$ cat src/rtl/fan_pkg.sv
// Shared widths, line field offsets, collector state encoding and bitmap helpers
// for the FAN row collector.
package fan_pkg;

    localparam int DW_DATA        = 8;
    localparam int DW_ROW         = 4;
    localparam int DW_CTRL        = 4;
    localparam int DW_LINE        = DW_DATA + DW_ROW + DW_CTRL;
    localparam int NUM_IN         = 8;
    localparam int NUM_ROW        = 1 << DW_ROW;
    localparam int DW_ACC         = 20;
    localparam int DW_SUM         = DW_DATA + $clog2(NUM_IN);

    localparam int DATA_LSB       = 0;
    localparam int ROW_LSB        = DW_DATA;
    localparam int CTRL_LSB       = DW_DATA + DW_ROW;
    localparam int CTRL_VALID_BIT = DW_CTRL - 1;

    typedef enum logic [1:0] {
        ST_ACC   = 2'd0,
        ST_DRAIN = 2'd1,
        ST_DONE  = 2'd2
    } coll_state_e;

    // Lowest set index of a row bitmap; 0 when the bitmap is empty.
    function automatic logic [DW_ROW-1:0] first_set(input logic [NUM_ROW-1:0] v);
        first_set = '0;
        for (int i = NUM_ROW - 1; i >= 0; i--) begin
            if (v[i]) first_set = DW_ROW'(i);
        end
    endfunction

    function automatic logic single_bit(input logic [NUM_ROW-1:0] v);
        single_bit = (v != '0) && ((v & (v - NUM_ROW'(1))) == '0);
    endfunction

endpackage

$ cat src/rtl/fan_row_lane_sum.sv
// Combinational scatter-add of one input line into per-row sums and a row-hit map.
module fan_row_lane_sum
    import fan_pkg::*;
(
    input  logic [NUM_IN*DW_LINE-1:0]      lanes,
    output logic [NUM_ROW-1:0][DW_SUM-1:0] row_sum,
    output logic [NUM_ROW-1:0]             row_hit
);

    // Invalid lanes contribute zero and never mark a row, whatever their other bits.
    always_comb begin
        row_sum = '0;
        row_hit = '0;
        for (int i = 0; i < NUM_IN; i++) begin
            row_sum[lanes[i*DW_LINE+ROW_LSB +: DW_ROW]] =
                row_sum[lanes[i*DW_LINE+ROW_LSB +: DW_ROW]] +
                (lanes[i*DW_LINE+CTRL_LSB+CTRL_VALID_BIT] ?
                    DW_SUM'(lanes[i*DW_LINE+DATA_LSB +: DW_DATA]) : DW_SUM'(0));
            row_hit[lanes[i*DW_LINE+ROW_LSB +: DW_ROW]] =
                row_hit[lanes[i*DW_LINE+ROW_LSB +: DW_ROW]] |
                lanes[i*DW_LINE+CTRL_LSB+CTRL_VALID_BIT];
        end
    end

endmodule

$ cat src/rtl/fan_row_collector.sv
// Per-row tile accumulator that drains touched rows over valid/ready after in_last.
// FAN_COLLECT_SAT_EN selects saturating accumulation and adds the sat_flag output.
module fan_row_collector
    import fan_pkg::*;
(
    input  logic                      clk,
    input  logic                      rst,
    input  logic                      in_valid,
    output logic                      in_ready,
    input  logic [NUM_IN*DW_LINE-1:0] in,
    input  logic                      in_last,
    output logic                      out_valid,
    input  logic                      out_ready,
    output logic [DW_ROW-1:0]         out_row,
    output logic [DW_ACC-1:0]         out_data,
    output logic                      out_last,
    output logic                      tile_done
`ifdef FAN_COLLECT_SAT_EN
    ,
    output logic                      sat_flag
`endif
);

    coll_state_e                     state_q, state_d;
    logic [NUM_ROW-1:0][DW_ACC-1:0]  acc_q, acc_d;
    logic [NUM_ROW-1:0]              hit_q, hit_d;
    logic [NUM_ROW-1:0][DW_SUM-1:0]  row_sum_s;
    logic [NUM_ROW-1:0]              row_hit_s;
    logic [DW_ROW-1:0]               first_row_s;
    logic                            in_ready_q, in_ready_d;
    logic                            out_valid_q, out_valid_d;
    logic [DW_ROW-1:0]               out_row_q, out_row_d;
    logic [DW_ACC-1:0]               out_data_q, out_data_d;
    logic                            out_last_q, out_last_d;
    logic                            tile_done_q, tile_done_d;
`ifdef FAN_COLLECT_SAT_EN
    logic [NUM_ROW-1:0][DW_ACC:0]    sum_ext_s;
    logic [NUM_ROW-1:0]              sat_q, sat_d;
    logic                            sat_flag_q, sat_flag_d;
`else
    logic [NUM_ROW-1:0][DW_ACC-1:0]  sum_ext_s;
`endif

    fan_row_lane_sum u_lane_sum (
        .lanes   (in),
        .row_sum (row_sum_s),
        .row_hit (row_hit_s)
    );

    // Candidate new totals; the extra top bit flags overflow in the saturating build.
    always_comb begin
        for (int r = 0; r < NUM_ROW; r++) begin
`ifdef FAN_COLLECT_SAT_EN
            sum_ext_s[r] = {1'b0, acc_q[r]} + (DW_ACC+1)'(row_sum_s[r]);
`else
            sum_ext_s[r] = acc_q[r] + DW_ACC'(row_sum_s[r]);
`endif
        end
    end

    // Next accumulator/hit/state; in DRAIN the registered out_row is the row being retired.
    always_comb begin
        state_d = state_q;
        acc_d   = acc_q;
        hit_d   = hit_q;
`ifdef FAN_COLLECT_SAT_EN
        sat_d   = sat_q;
`endif
        case (state_q)
            ST_ACC: begin
                if (in_valid && in_ready_q) begin
                    for (int r = 0; r < NUM_ROW; r++) begin
`ifdef FAN_COLLECT_SAT_EN
                        acc_d[r] = sum_ext_s[r][DW_ACC] ? {DW_ACC{1'b1}} : sum_ext_s[r][DW_ACC-1:0];
                        sat_d[r] = sat_q[r] | sum_ext_s[r][DW_ACC];
`else
                        acc_d[r] = sum_ext_s[r];
`endif
                    end
                    hit_d = hit_q | row_hit_s;
                    if (in_last) begin
                        state_d = (hit_d != '0) ? ST_DRAIN : ST_DONE;
                    end else begin
                        state_d = ST_ACC;
                    end
                end else begin
                    state_d = ST_ACC;
                end
            end
            ST_DRAIN: begin
                if (out_ready) begin
                    hit_d[out_row_q] = 1'b0;
                    acc_d[out_row_q] = '0;
`ifdef FAN_COLLECT_SAT_EN
                    sat_d[out_row_q] = 1'b0;
`endif
                    state_d = out_last_q ? ST_DONE : ST_DRAIN;
                end else begin
                    state_d = ST_DRAIN;
                end
            end
            ST_DONE: state_d = ST_ACC;
            default: state_d = ST_ACC;
        endcase
    end

    // Outputs are computed from next state so they register in step with the FSM.
    always_comb begin
        first_row_s = first_set(hit_d);
        out_valid_d = (state_d == ST_DRAIN);
        out_row_d   = out_valid_d ? first_row_s : '0;
        out_data_d  = out_valid_d ? acc_d[first_row_s] : '0;
        out_last_d  = out_valid_d & single_bit(hit_d);
        tile_done_d = (state_d == ST_DONE);
        in_ready_d  = (state_d == ST_ACC);
`ifdef FAN_COLLECT_SAT_EN
        sat_flag_d  = out_valid_d & sat_d[first_row_s];
`endif
    end

    // State, accumulators and registered outputs.
    always_ff @(posedge clk or negedge rst) begin
        if (!rst) begin
            state_q     <= ST_ACC;
            acc_q       <= '0;
            hit_q       <= '0;
            in_ready_q  <= 1'b0;
            out_valid_q <= 1'b0;
            out_row_q   <= '0;
            out_data_q  <= '0;
            out_last_q  <= 1'b0;
            tile_done_q <= 1'b0;
`ifdef FAN_COLLECT_SAT_EN
            sat_q       <= '0;
            sat_flag_q  <= 1'b0;
`endif
        end else begin
            state_q     <= state_d;
            acc_q       <= acc_d;
            hit_q       <= hit_d;
            in_ready_q  <= in_ready_d;
            out_valid_q <= out_valid_d;
            out_row_q   <= out_row_d;
            out_data_q  <= out_data_d;
            out_last_q  <= out_last_d;
            tile_done_q <= tile_done_d;
`ifdef FAN_COLLECT_SAT_EN
            sat_q       <= sat_d;
            sat_flag_q  <= sat_flag_d;
`endif
        end
    end

    assign in_ready  = in_ready_q;
    assign out_valid = out_valid_q;
    assign out_row   = out_row_q;
    assign out_data  = out_data_q;
    assign out_last  = out_last_q;
    assign tile_done = tile_done_q;
`ifdef FAN_COLLECT_SAT_EN
    assign sat_flag  = sat_flag_q;
`endif

endmodule

$ cat config.mk
export PLATFORM = sky130hd
export DESIGN_NAME = fan_row_collector
export DESIGN_NICKNAME = d
export VERILOG_FILES = /design/src/rtl/fan_pkg.sv /design/src/rtl/fan_row_lane_sum.sv /design/src/rtl/fan_row_collector.sv
export SDC_FILE = /design/constraint.sdc
export NUM_CORES = 2
export LEC_CHECK = 0
export CAP_MARGIN = 0
export CORE_MARGIN = 1.5
export CORE_UTILIZATION = 38
export DETAILED_ROUTE_END_ITERATION = 8
export PLACE_DENSITY = 0.54
export SYNTH_ARGS = -nofsm -noshare
export SYNTH_HDL_FRONTEND = slang
export SYNTH_SLANG_ARGS = --single-unit
$ cat constraint.sdc
create_clock -name clk -period 3.7 [get_ports clk]
set_input_delay 0.37 -clock clk [delete_from_list [all_inputs] [get_ports clk]]
set_output_delay 0.37 -clock clk [all_outputs]
set_load 0.01 [all_outputs]
# Word-level counts from Yosys, hierarchy flattened
# Memory sizes are Yosys's and may differ from the RTL's.
# Index checks and enable logic that the tools add are counted.
[word_totals] regBits=366 mem_bits_ro=192 in_bits=133 mem_count=2
[op_classes] add_sub_neg=25 magnitude_cmp=19 n_eq_ne=3 muxes=120 bitwise=17 n_reduce_logical=16
[mem_list] memory="(no name shown)" depth=16 width=11 read_ports=1 rd_ports_with_merged_regs=0 write_ports=0 line="fan_row_lane_sum.sv:16" source="row_sum[lanes[i*DW_LINE+ROW_LSB +: DW_ROW]] +"
[mem_list] memory="(no name shown)" depth=16 width=1 read_ports=1 rd_ports_with_merged_regs=0 write_ports=0 line="fan_row_lane_sum.sv:20" source="row_hit[lanes[i*DW_LINE+ROW_LSB +: DW_ROW]] |"
[ops] cell="$bwmux 176" n=7
[ops] cell="$mux 320" n=2
[ops] cell="$pmux 320 s2" n=1
[ops] cell="$demux 11 s4" n=8
[ops] cell="$add 20x11->20" n=16
[ops] cell="$and 320x320->320" n=1
[ops] cell="$not 320->320" n=1
[ops] cell="$bmux 11 s4" n=7
[ops] cell="$and 176x176->176" n=1
[ops] cell="$mux 11" n=16
[ops] cell="$bwmux 16" n=7
[ops] cell="$add 11x11->11" n=8
[ops] cell="$bmux 20 s4" n=1
[ops] cell="$demux 20 s4" n=1
[ops] cell="$mux 4" n=17
[ops] cell="$mux 8" n=8
[ops] cell="$mux 20" n=3
[ops] cell="$lt 4x5->1 const B" n=10
[ops] cell="$and 16x16->16" n=3
[ops] cell="$demux 1 s4" n=9
[ops] cell="$ge 4x1->1 const B" n=9
[ops] cell="$mux 16" n=2
[ops] cell="$pmux 16 s2" n=1
[ops] cell="$reduce_bool 16->1" n=2
[ops] cell="other kinds (14)" n=59

# Depth between registers and ports, before layout
[logic_depth] ltp_word=55 mapped_depth=96

# By module
# Synthesis repeated with hierarchy kept, for this count alone.
[hier_totals] hier_cells=8007 area_unflattened_um2=54706.2
[by_module_without_submodules] mod="fan_row_lane_sum" instances=1 cells_each=4999 area_per_inst_um2=28579.9
[by_module_without_submodules] mod="fan_row_collector" instances=1 cells_each=3008 area_per_inst_um2=26126.3

# Least setup slack after synthesis
# Ideal clock, no wire load.
[synth_timing] path_type="in2reg" startpoint="input port in[8]" endpoint="register out_data_q[19] (netlist: out_data[19])" setup_ns=0.138 t_arrival_ns=16.439 t_required_ns=3.562 setup_slack_ns=-12.877 path_stages=79 n_path_buf=11 cell_sequence="clkbuf_1 -> xor2_1 -> nor3_1 -> clkbuf_1 -> and3_1 -> ha_1 -> inv_1 -> fa_1 -> clkbuf_1 -> o22ai_1 -> mux4_2 -> nor2_1 -> nor3_1 -> inv_1 -> fa_1 -> clkbuf_1 -> clkbuf_1 -> nand2_1 -> (+43 left out) -> nor2b_1 -> o21a_1 -> xor2_1 -> clkbuf_1 -> a21oi_1 -> ha_1 -> nand2_1 -> o21ai_0 -> nand2_1 -> nor2_1 -> nand3_1 -> o211ai_1 -> o31ai_1 -> nand2b_1 -> o211ai_1 -> o21ai_0 -> o21ai_0 -> o311ai_1"
[synth_lines] element="start, declared" line="fan_row_collector.sv:10" source="input logic [NUM_IN*DW_LINE-1:0] in,"
[synth_lines] element="end signal, assigned" line="fan_row_collector.sv:144" source="out_data_q <= out_data_d;"
[synth_lines] element="end, declared" line="fan_row_collector.sv:33" source="logic [DW_ACC-1:0] out_data_q, out_data_d;"

==> metrics.md <==
| Metric | Value |
|---|---|
| Final hold vios | 0 |
| Number of flops mapped to enable cells by yosys | 0 |
| Core region area | between 100000 and 150000 µm² |
| Power per Cell Area | 500.0 nW/µm² |
| Synthesized Nets | 8100 |
| Initial antenna violation count | 24 |
| Outcome | finished, violations left |
| Arrival time at the worst endpoint | 16.85 ns |
| Worst skew pair latency | 0.60 ns |
| Post-Route WL | 401200 µm |
| Clock buffer depth | 3 |
| Crit path top cell by count | buf_4 |
| DR pass1 iterations | 9 |
| CTS tree | built |
| Antenna Nets Post-Route | 0 |
| Number of synthesized register bits | 366 |
| Top_reg_cell synth | dfrtp_1 |
| I/O Pins | 161 |
| Starting Density | 0.3835 |
| Failing checks | negative setup slack |
| Die height | about 370 µm |
| GP Congestion | 1.210 |
| Final setup margin | -12.70 ns |
| Overflow after GRT | 0 |
| Slew @ Worst Pin | between 1 and 1.5 ns |
| Global-route wire length before repair | roughly 560000 µm |
| Max-slew violations | 0 |
| Sequential fraction of the synthesis area | 0.1759 |
| Die width | 373.2 µm |
| Vias in the first global route | 78750 |
| RSZ-0062 raised after global routing | true |
| Netlist cell types | 121 |
| Worst-path clk slew | 0.07 ns |
| Row count | 135 |
| Setup Skew | 0.02193 ns |
| DP HPWL | 309000 µm |
| Fin crit period | 16.40 ns |
| Final setup fails | 365 |
| Worst IR Drop VDD | 588.3 µV |
| YS warnings | 0 |
| Slew margin rel. | 0.1018 |
| Max cap viols | 0 |
| H-tree depth | 2 |
| Min-delay worst type | in2async |
| Worst slack, placed | -15.25 ns |
| Slowest stage delay, CP | 0.73 ns |
| Largest area contributor in the netlist | dfrtp_1 |
| GRT Overall Usage | 0.5472 |
| WHS | between 0.3 and 0.4 ns |
| Nets | 10860 |
| Clk root buf | clkbuf_16 |
| Port Buf Inserts | 136 |
| Worst-path maximum fanout | 18 |
| Fmax | 60.97 MHz |
| Final setup TNS | -3946.54 ns |
| Residual DRC | 0 |
| Die ar. | 139300 µm² |
| Sink Count | roughly 370 |
| CTS Buf Count | 36 |
| Final period utilization | 4.433 |
| Top post-synthesis cells by area | dfrtp_1 18%, nand2_1 9.3%, a21oi_1 7.9%, o21ai_0 6.4%, nor2_1 6.2% |
| P&R area growth vs syn | 65.47% |
| Vias | 81540 |
| Max stage delay cell, worst path | mux2i_2 |
| Worst Reg-to-Reg Cells | 24 |
| Post-synth ARST share | 1.000 |
| Nature of the critical path startpoint | input pin |
| Initial drt markers | ~13000 |
| Leakage | roughly 40 nW |
| Largest net degree at the start of global routing | 81 |
| Wire per inst | 32.71 µm |
| Crit end category | flop |
| Post-Synthesis Cells | 7697 |
| CP Class | in2reg |
| Share of the synthesized area in the top cell type | 0.1759 |
| Mean post-synth cell area | approximately 6.8 µm² |
| Data required time of the worst path | approximately 4.2 ns |
| Vias/cell | 6.647 |
| Post-synthesis cell area | 52080 µm² |
| Share of layout cells above drive strength 1 | 0.4222 |
[path summary, 6_finish.rpt]
check,start,end,slack [ns]
max reg2reg,state_q[0]$_DFF_PN0_,out_data[5]$_DFF_PN0_,-1.03
min,rst,out_data[3]$_DFF_PN0_,0.37
min reg2reg,acc_q[199]$_DFF_PN0_,acc_q[199]$_DFF_PN0_,0.48
max in group asynchronous,rst,hit_q[4]$_DFF_PN0_,2.12
max,in[25],out_data[16]$_DFF_PN0_,-12.70
min in group clk,in_last,in_ready$_DFF_PN0_,0.45
[cell type report]
class                      instances  area (µm²)
timing repair buffer            3284       26100
antenna                            9       22.52
tap                             1781        2228
clock buffer                      51        1059
fill                           12080       49630
clock inverter                    12       187.7
sequential                       366        9159
multi-input combinational       6600       46790
inverter                         164       625.6
[layer usage]
metal | vias to the layer above | global-route usage | wire length, µm
li1 | 33560 | - | -
met1 | 38320 | 0.6278 | 138300
met2 | 7140 | 0.7809 | 157700
met5 | - | 0.009262 | 461
met4 | 22 | 0.4616 | 44370
met3 | 2500 | 0.2349 | 60310
[cells in the mapped netlist (86+ instances only)]
| master | instances |
|---|---|
| nor3_1 | 124 |
| o211ai_1 | 100 |
| a21o_1 | 134 |
| o22ai_1 | 212 |
| inv_1 | 159 |
| o21ai_0 | 670 |
| ha_1 | 247 |
| nand2_1 | 1287 |
| clkbuf_1 | 473 |
| a211oi_1 | 105 |
| nor2_1 | 863 |
| a21oi_1 | 818 |
| and2_1 | 86 |
| nand3_1 | 283 |
| xor2_1 | 101 |
| mux2i_1 | 270 |
| xnor2_1 | 122 |
| dfrtp_1 | 366 |
[repair_timing]
action	CTS	global route
hold buffers	1	0
pin swaps	282	235
setup buffers	159	67
hold endpoints to repair	71	0
gates cloned	12	0
setup endpoints to repair	365	365
gates resized for setup	876	442
[cells by family after synthesis]
| logic type | share of synthesized area |
|---|---|
| buffers and inverters | 0.05658 |
| flip-flops | 0.1759 |
| XOR/XNOR | 0.03834 |
| adder cells (fa/ha/maj) | 0.06857 |
| AO/OA/AOI/OAI | 0.3205 |
| AND/OR/NAND/NOR | 0.2586 |
| multiplexers | 0.08152 |
[stage by stage]
step	power, mW	util	instances	area (µm²)
2_1_floorplan	19.16	-	7697	53480
3_3_place_gp	33.17	0.5686	11970	77220
3_5_place_dp	33.70	0.5686	11970	77220
4_1_cts	40.26	0.6158	12200	83640
5_1_grt	44.18	0.6344	12260	86150
6_report	43.09	0.6345	12270	86170
[critical path: cells and delay by family]
family	cells	cell delay, ns
AOI/OAI and AO/OA	29	4.76
and+or+nand+nor	12	2.84
adders and majority gates	8	3.03
buffers and inverters	25	3.26
xor gates and xnor gates	1	0.12
muxes	8	2.40
[where the power goes]
group | total, mW | internal (mW) | switching [mW]
clock | 4.15 | 2.25 | 1.90
sequential | 6.01 | 5.11 | 0.902
combinational | 32.9 | 14.5 | 18.4
[flip-flops by register name (all words and copies together), names as in the netlist]
name and count:
in_ready 1, state_q 2, tile_done 1, acc_q 320, out_data 20, hit_q 16
out_last 1, out_row 4, out_valid 1
[cell usage in the layout (no fill, tap or decap), types with 167 or more instances in the layout]
cell / instances
a21oi_1: 534
o21ai_0: 367
ha_1: 167
mux2i_1: 212
a21oi_2: 224
o22ai_1: 179
buf_4: 3012
o21ai_1: 176
nand3_1: 247
nand2_1: 1254
nor2_1: 816
dfrtp_1: 366
(Power assumes the default switching activity.)
